`src/rtl/window_fetch_pkg.sv`:
```
// Shared defaults, tap geometry and FSM state encoding for the window fetch engine.
package window_fetch_pkg;

    localparam int DEF_FRAME_BASE  = 16;
    localparam int DEF_WINDOW_BASE = 16400;
    localparam int DEF_FRAME_COLS  = 64;
    localparam int WIN_DIM         = 4;
    localparam int NUM_TAPS        = WIN_DIM * WIN_DIM;
    localparam int TAP_W           = $clog2(NUM_TAPS);

    typedef enum logic [1:0] {
        IDLE,
        ISSUE,
        DRAIN,
        DONE
    } fetch_state_t;

endpackage

```
`src/rtl/window_addr_calc.sv`:
```
// Combinational byte-address generator for one window or frame tap.
module window_addr_calc
    import window_fetch_pkg::*;
#(
    parameter int FRAME_BASE  = DEF_FRAME_BASE,
    parameter int WINDOW_BASE = DEF_WINDOW_BASE,
    parameter int FRAME_COLS  = DEF_FRAME_COLS
) (
    input  logic [TAP_W-1:0] tap_idx,
    input  logic             is_window,
    input  logic [31:0]      offset,
    output logic [31:0]      addr
);

    logic [31:0] row;
    logic [31:0] col;
    logic [31:0] word_off;

    // The 4x4 geometry lets row/column fall out of the tap index bits directly.
    always_comb begin
        row = {30'd0, tap_idx[3:2]};
        col = {30'd0, tap_idx[1:0]};
        if (is_window) begin
            word_off = {28'd0, tap_idx};
            addr     = 32'(WINDOW_BASE) + (word_off << 2);
        end else begin
            word_off = row * 32'(FRAME_COLS) + col + offset;
            addr     = 32'(FRAME_BASE) + (word_off << 2);
        end
    end

endmodule

```
`src/rtl/window_fetcher.sv`:
```
// Issues window/frame tap reads over a valid/ready channel and captures the
// in-order responses into two packed tap buffers.
module window_fetcher
    import window_fetch_pkg::*;
#(
    parameter int DATA_W          = 32,
    parameter int FRAME_BASE      = DEF_FRAME_BASE,
    parameter int WINDOW_BASE     = DEF_WINDOW_BASE,
    parameter int FRAME_COLS      = DEF_FRAME_COLS,
    parameter int MAX_OUTSTANDING = 4
) (
    input  logic                       clk,
    input  logic                       rst_n,
    input  logic                       start,
    input  logic                       reload_window,
    input  logic [31:0]                current_address,
    output logic                       busy,
    output logic                       done,
    output logic                       mem_req_valid,
    input  logic                       mem_req_ready,
    output logic [31:0]                mem_req_addr,
    input  logic                       mem_rsp_valid,
    input  logic [DATA_W-1:0]          mem_rsp_data,
    output logic [NUM_TAPS*DATA_W-1:0] frame_taps,
    output logic [NUM_TAPS*DATA_W-1:0] window_taps
);

    localparam int               OUT_W   = $clog2(MAX_OUTSTANDING + 1);
    localparam logic [OUT_W-1:0] OUT_MAX = OUT_W'(MAX_OUTSTANDING);

    fetch_state_t     state, state_next;
    // Indices 0..15 address window taps, 16..31 frame taps; a cached window
    // simply starts both counters at 16.
    logic [4:0]       req_idx;
    logic [4:0]       rsp_idx;
    logic [OUT_W-1:0] outstanding;
    logic [31:0]      offset;
    logic             win_valid;
    logic [31:0]      calc_addr;
    logic             start_fire, req_fire, rsp_fire, last_req;
    logic [4:0]       first_idx;

    logic [DATA_W-1:0] frame_buf [NUM_TAPS];
    logic [DATA_W-1:0] win_buf   [NUM_TAPS];

    assign start_fire    = (state == IDLE) && start;
    assign mem_req_valid = (state == ISSUE) && (outstanding != OUT_MAX);
    assign req_fire      = mem_req_valid && mem_req_ready;
    assign last_req      = (req_idx == 5'd31);
    assign rsp_fire      = mem_rsp_valid && ((state == ISSUE) || (state == DRAIN));
    assign mem_req_addr  = (state == ISSUE) ? calc_addr : '0;
    assign busy          = (state != IDLE);
    assign done          = (state == DONE);
    assign first_idx     = (win_valid && !reload_window) ? 5'd16 : 5'd0;

    window_addr_calc #(
        .FRAME_BASE (FRAME_BASE),
        .WINDOW_BASE(WINDOW_BASE),
        .FRAME_COLS (FRAME_COLS)
    ) u_addr_calc (
        .tap_idx  (req_idx[3:0]),
        .is_window(!req_idx[4]),
        .offset   (offset),
        .addr     (calc_addr)
    );

    // NOTE: sequential state uses non-blocking assignments so every register
    // samples pre-edge values regardless of process evaluation order.
    always_ff @(posedge clk or negedge rst_n) begin
        if (!rst_n) state <= IDLE;
        else        state <= state_next;
    end

    // NOTE: next-state gets a default before the case so no path leaves it
    // unassigned, which would otherwise infer a latch.
    always_comb begin
        state_next = state;
        unique case (state)
            IDLE:    if (start) state_next = ISSUE;
            ISSUE:   if (req_fire && last_req) state_next = DRAIN;
            DRAIN:   if (outstanding == '0) state_next = DONE;
            DONE:    state_next = IDLE;
            default: state_next = IDLE;
        endcase
    end

    always_ff @(posedge clk or negedge rst_n) begin
        if (!rst_n) begin
            req_idx     <= '0;
            rsp_idx     <= '0;
            outstanding <= '0;
            offset      <= '0;
            win_valid   <= 1'b0;
        end else begin
            if (start_fire) begin
                offset  <= current_address;
                req_idx <= first_idx;
                rsp_idx <= first_idx;
            end else begin
                if (req_fire && !last_req) req_idx <= req_idx + 5'd1;
                if (rsp_fire)              rsp_idx <= rsp_idx + 5'd1;
            end
            unique case ({req_fire, rsp_fire})
                2'b10:   outstanding <= outstanding + 1'b1;
                2'b01:   outstanding <= outstanding - 1'b1;
                default: outstanding <= outstanding;
            endcase
            if (rsp_fire && (rsp_idx == 5'd15)) win_valid <= 1'b1;
        end
    end

    // NOTE: the tap buffers are reset explicitly because consumers rely on an
    // all-zero image after reset; plain storage arrays would normally skip it.
    always_ff @(posedge clk or negedge rst_n) begin
        if (!rst_n) begin
            for (int k = 0; k < NUM_TAPS; k++) begin
                frame_buf[k] <= '0;
                win_buf[k]   <= '0;
            end
        end else if (rsp_fire) begin
            if (rsp_idx[4]) frame_buf[rsp_idx[3:0]] <= mem_rsp_data;
            else            win_buf[rsp_idx[3:0]]   <= mem_rsp_data;
        end
    end

    for (genvar k = 0; k < NUM_TAPS; k++) begin : g_pack
        assign frame_taps[k*DATA_W +: DATA_W]  = frame_buf[k];
        assign window_taps[k*DATA_W +: DATA_W] = win_buf[k];
    end

endmodule

```
`config.mk`:
```
export PLATFORM = sky130hd
export DESIGN_NAME = window_fetcher
export DESIGN_NICKNAME = d
export VERILOG_FILES = /design/src/rtl/window_fetch_pkg.sv /design/src/rtl/window_addr_calc.sv /design/src/rtl/window_fetcher.sv
export SDC_FILE = /design/constraint.sdc
export NUM_CORES = 1
export LEC_CHECK = 0
export CELL_PAD_IN_SITES_DETAIL_PLACEMENT = 0
export CELL_PAD_IN_SITES_GLOBAL_PLACEMENT = 1
export CORE_AREA = 2 2 443 445
export DETAILED_ROUTE_END_ITERATION = 10
export DIE_AREA = 0 0 445 447
export GPL_TIMING_DRIVEN = 0
export HOLD_SLACK_MARGIN = 0.06
export PLACE_DENSITY = 0.59
export SLEW_MARGIN = 20
export SYNTH_ARGS = -nofsm -noshare
export SYNTH_HDL_FRONTEND = slang
export SYNTH_SLANG_ARGS = --single-unit
```
`constraint.sdc`:
```
create_clock -name clk -period 5.6 [get_ports clk]
set_input_delay 0.84 -clock clk [delete_from_list [all_inputs] [get_ports clk]]
set_output_delay 0.84 -clock clk [all_outputs]
set_load 0.01 [all_outputs]
```
==> qor.yml <==
track_usage_pct: 18.2
synth_ff_type: "dfrtp_1"
vias: 28264
hp-class: "reg2reg"
use_met2_pct: 32.0
grt_overflow: 0
synth_cells: 2720
arrival_ns: 4.56
regToRegStartpoint: "state[1]"
synth_top_area_share_pct: 64.1
reg2reg_depth: 8
syn_to_final_growth_pct: 46.7
start_util_pct: 21.5
relSlewSlack_pct: 21.0
drt_iter0_drc: 1404
leakage_uw: 0.0280
clock.fmax_ghz: 0.185
fin_util_pct: 31.6
design_area_um2: 61300
end_kind: "output port"
drc: 0
busiest_layer: "met2"
layoutNonFillerInstCount: 6662
synth_edf_count: 0
grt_pass1_wl_um: 250000
cp_top_family: "buffers and inverters"
synth_cell_type_count: 61
path_cells: "ha_4 -> inv_1 -> fa_2 -> nand3b_1 -> o21a_1 -> buf_6 -> or3_4 -> a221o_1 -> buf_4 -> nor4_4 -> buf_4 -> a31oi_1 -> mux2i_1 -> clkdlybuf4s50_1"
worstSetupPathType: "reg2out"
io_buffers: 1124
worstHoldPathCells: 1
synth_area_per_cell_um2: 15.4
async_reset_ff_share_pct: 100
crit_cells: 14
final_nets: 4095
cts-root-buf: "clkbuf_16"
drive_gt1_share_pct: 32.6
hpwl_um: 142000
core_um2: 194000
dieArea_um2: 199000
post-route-period-util_pct: 96.4
pwr-share-seq_pct: 40.1
met1_usage_pct: 21.1
r2r_end: "window_taps[140]"
crit_required_ns: 4.76
antenna_left: 0
hold_viol: 0
wl_per_cell_um: 27.9
rows: 162
routed_wl_um: 186000
status: "finished, final reports clean"
tritoncts: "yes"
intPower_uw: 16200
p_sw_uw: 6780
worst_pin_slew_ns: 1.18
period_needed_ns: 5.40
slew_viol_final: 0
synth_warnings: 0
r2r_setup_slack_ns: 1.53
clk_path_buf_depth: 3
peakVddDrop_uv: 262
place.gp.congestion: 0.813
chipHeight_um: 447
hold_start: "win_valid"
antenna_found_initial: 33
clkLatencyLatePin_ns: 0.77
io-pin-count: 1129
switching_share_pct: 29.5
rsz0062_at_grt: "yes"
yosysTopAreaCell: "dfrtp_1"
clkTransAtPathRegs_ns: 0.05
p_per_area_nw_per_um2: 375
post_dp_cell_area_um2: 56600
synthTopCellsByArea: "dfrtp_1 (64%), mux2_2 (28%), clkbuf_1 (1.4%)"
synth_area_um2: 41800
crit_top_cell: "buf_4"
clock_skew_ns: 0.0385
met3_usage_pct: 5.29
clkPwrFrac_pct: 38.1
maxCapViolCount: 0
drt_pre_antenna_iters: 5
dp_cells: 6399
cp-start-kind: "flop"
cp_slowest_cell: "clkdlybuf4s50_1"
power_frac_comb_pct: 21.8
grt_pass1_vias: 29178
max_stage_delay_ns: 0.56
h-tree-depth: 4
ys_seq_area_share_pct: 64.1
cts_sinks: 1070
worst-path-buf-inv: 5
min_to: "win_valid"
power_uw: 23000
via_per_inst: 4.24
setup_viol: 0
ys_ff_latch: 1070
dieWidth_um: 445
critical_path.max_fanout: 10
cts_buffers: 131
grt_max_degree: 138
[power by group through the flow]
stage | Combinational [uW] | Clock, uW | Sequential [uW]
floorplan | 1720 | 0 | 9560
global placement | 4950 | 0 | 9370
detailed placement | 4990 | 0 | 9320
CTS | 5050 | 9020 | 9200
global route | 5350 | 9320 | 9320
finish | 5010 | 8760 | 9210
[through the flow]
stage | hold slack [ns] | setup slack [ns] | TNS [ns]
3_3_place_gp | 0.454 | -48.44 | -
4_1_cts | 0.485 | -0.00141 | -0.00141
3_5_place_dp | 0.470 | -0.209 | -1.03
2_1_floorplan | 0.428 | 1.05 | 0
6_report | 0.491 | 0.199 | 0
5_1_grt | 0.507 | -0.0476 | -0.0496
[placed cells by master (no fill, tap or decap), drive strengths merged, types with 4 or more instances in the layout]
cell type      count
a21oi             15
a31oi              4
and2               6
and3               5
buf               83
bufinv             5
clkbuf           356
clkdlybuf4s50   1112
clkinv            27
dfrtp           1070
diode             14
dlymetal6s2s       4
ha                19
inv               29
mux2            1050
mux2i             11
nand2             59
nand2b             6
nand3             23
nand4             13
nor2              51
nor3              13
nor3b              5
nor4               5
o21ai             25
o31ai              4
or2                6
or3                7
xnor2             18
xor2              17
[how the worst max path moves through the flow]
stage / start / to / slack, ns
after detailed placement: req_idx[0] / mem_req_addr[31] / -0.21
after CTS: req_idx[0] / mem_req_addr[30] / -0.001
after global placement: rst_n / window_taps[259] / -48.44
after floorplan: req_idx[0] / mem_req_addr[25] / 1.05
final: req_idx[0] / mem_req_addr[17] / 0.20
after global routing: req_idx[0] / mem_req_addr[26] / -0.05
[flip-flops by register name, indices dropped and copies added, names as in the netlist]
name	cells
frame_taps	512
window_taps	512
offset	30
req_idx	5
rsp_idx	5
outstanding	3
state	2
win_valid	1
[cell type report]
class                           instances  area, um2
Clock buffer                          196       3930
Tap cell                             2542       3180
Clock inverter                         39        524
Timing Repair Buffer                 1150      11700
Antenna cell                           14       35.0
Buffer                                214        842
Inverter                               23       86.3
Sequential cell                      1070      26800
Fill cell                           19540     133000
Multi-Input combinational cell       1414      14300
[metal layers]
metal / wire (um) / share of wire, % / up-vias
met3: 11700 / 6.3 / 270
li1: - / - / 12169
met4: 6310 / 3.4 / 2
met5: 8 / 0.0043 / -
met1: 73200 / 39 / 14924
met2: 94800 / 51 / 899
[synthesized netlist by cell type, drive strengths merged, types with 13 or more instances]
| cell | count |
|---|---|
| a21oi | 15 |
| buf | 55 |
| clkbuf | 159 |
| dfrtp | 1070 |
| ha | 19 |
| inv | 22 |
| mux2 | 1050 |
| nand2 | 59 |
| nand3 | 23 |
| nand4 | 13 |
| nor2 | 51 |
| nor3 | 13 |
| o21ai | 25 |
| xnor2 | 18 |
| xor2 | 17 |
[cell families after synthesis]
| group | after synthesis | share of synthesized area, % |
|---|---|---|
| flip-flops | 1070 | 64.1 |
| multiplexers | 1061 | 28.6 |
| buffers and inverters | 237 | 2.16 |
| AND/OR/NAND/NOR | 219 | 2.66 |
| AO/OA/AOI/OAI | 76 | 1.16 |
| XOR/XNOR | 35 | 0.733 |
| adder cells (fa/ha/maj) | 21 | 0.665 |
| other | 1 | 0.00897 |
[what timing repair did]
action | in CTS | in global routing
endpoints found under the hold margin | 72 | 0
hold buffers | 1 | 0
endpoints found under the setup margin | 18 | 13
pin swaps | 5 | 4
gates cloned | 0 | 0
gates resized for setup | 37 | 14
setup buffers | 8 | 5
[worst reg2reg max path, delay by kind of cell (launching register included)]
kind,cells,cell delay [ns]
fa+ha+maj,1,0.31
buf+inv,2,0.86
flops,1,0.37
mux,1,0.43
simple gates,4,1.99
(Power assumes the default switching activity.)
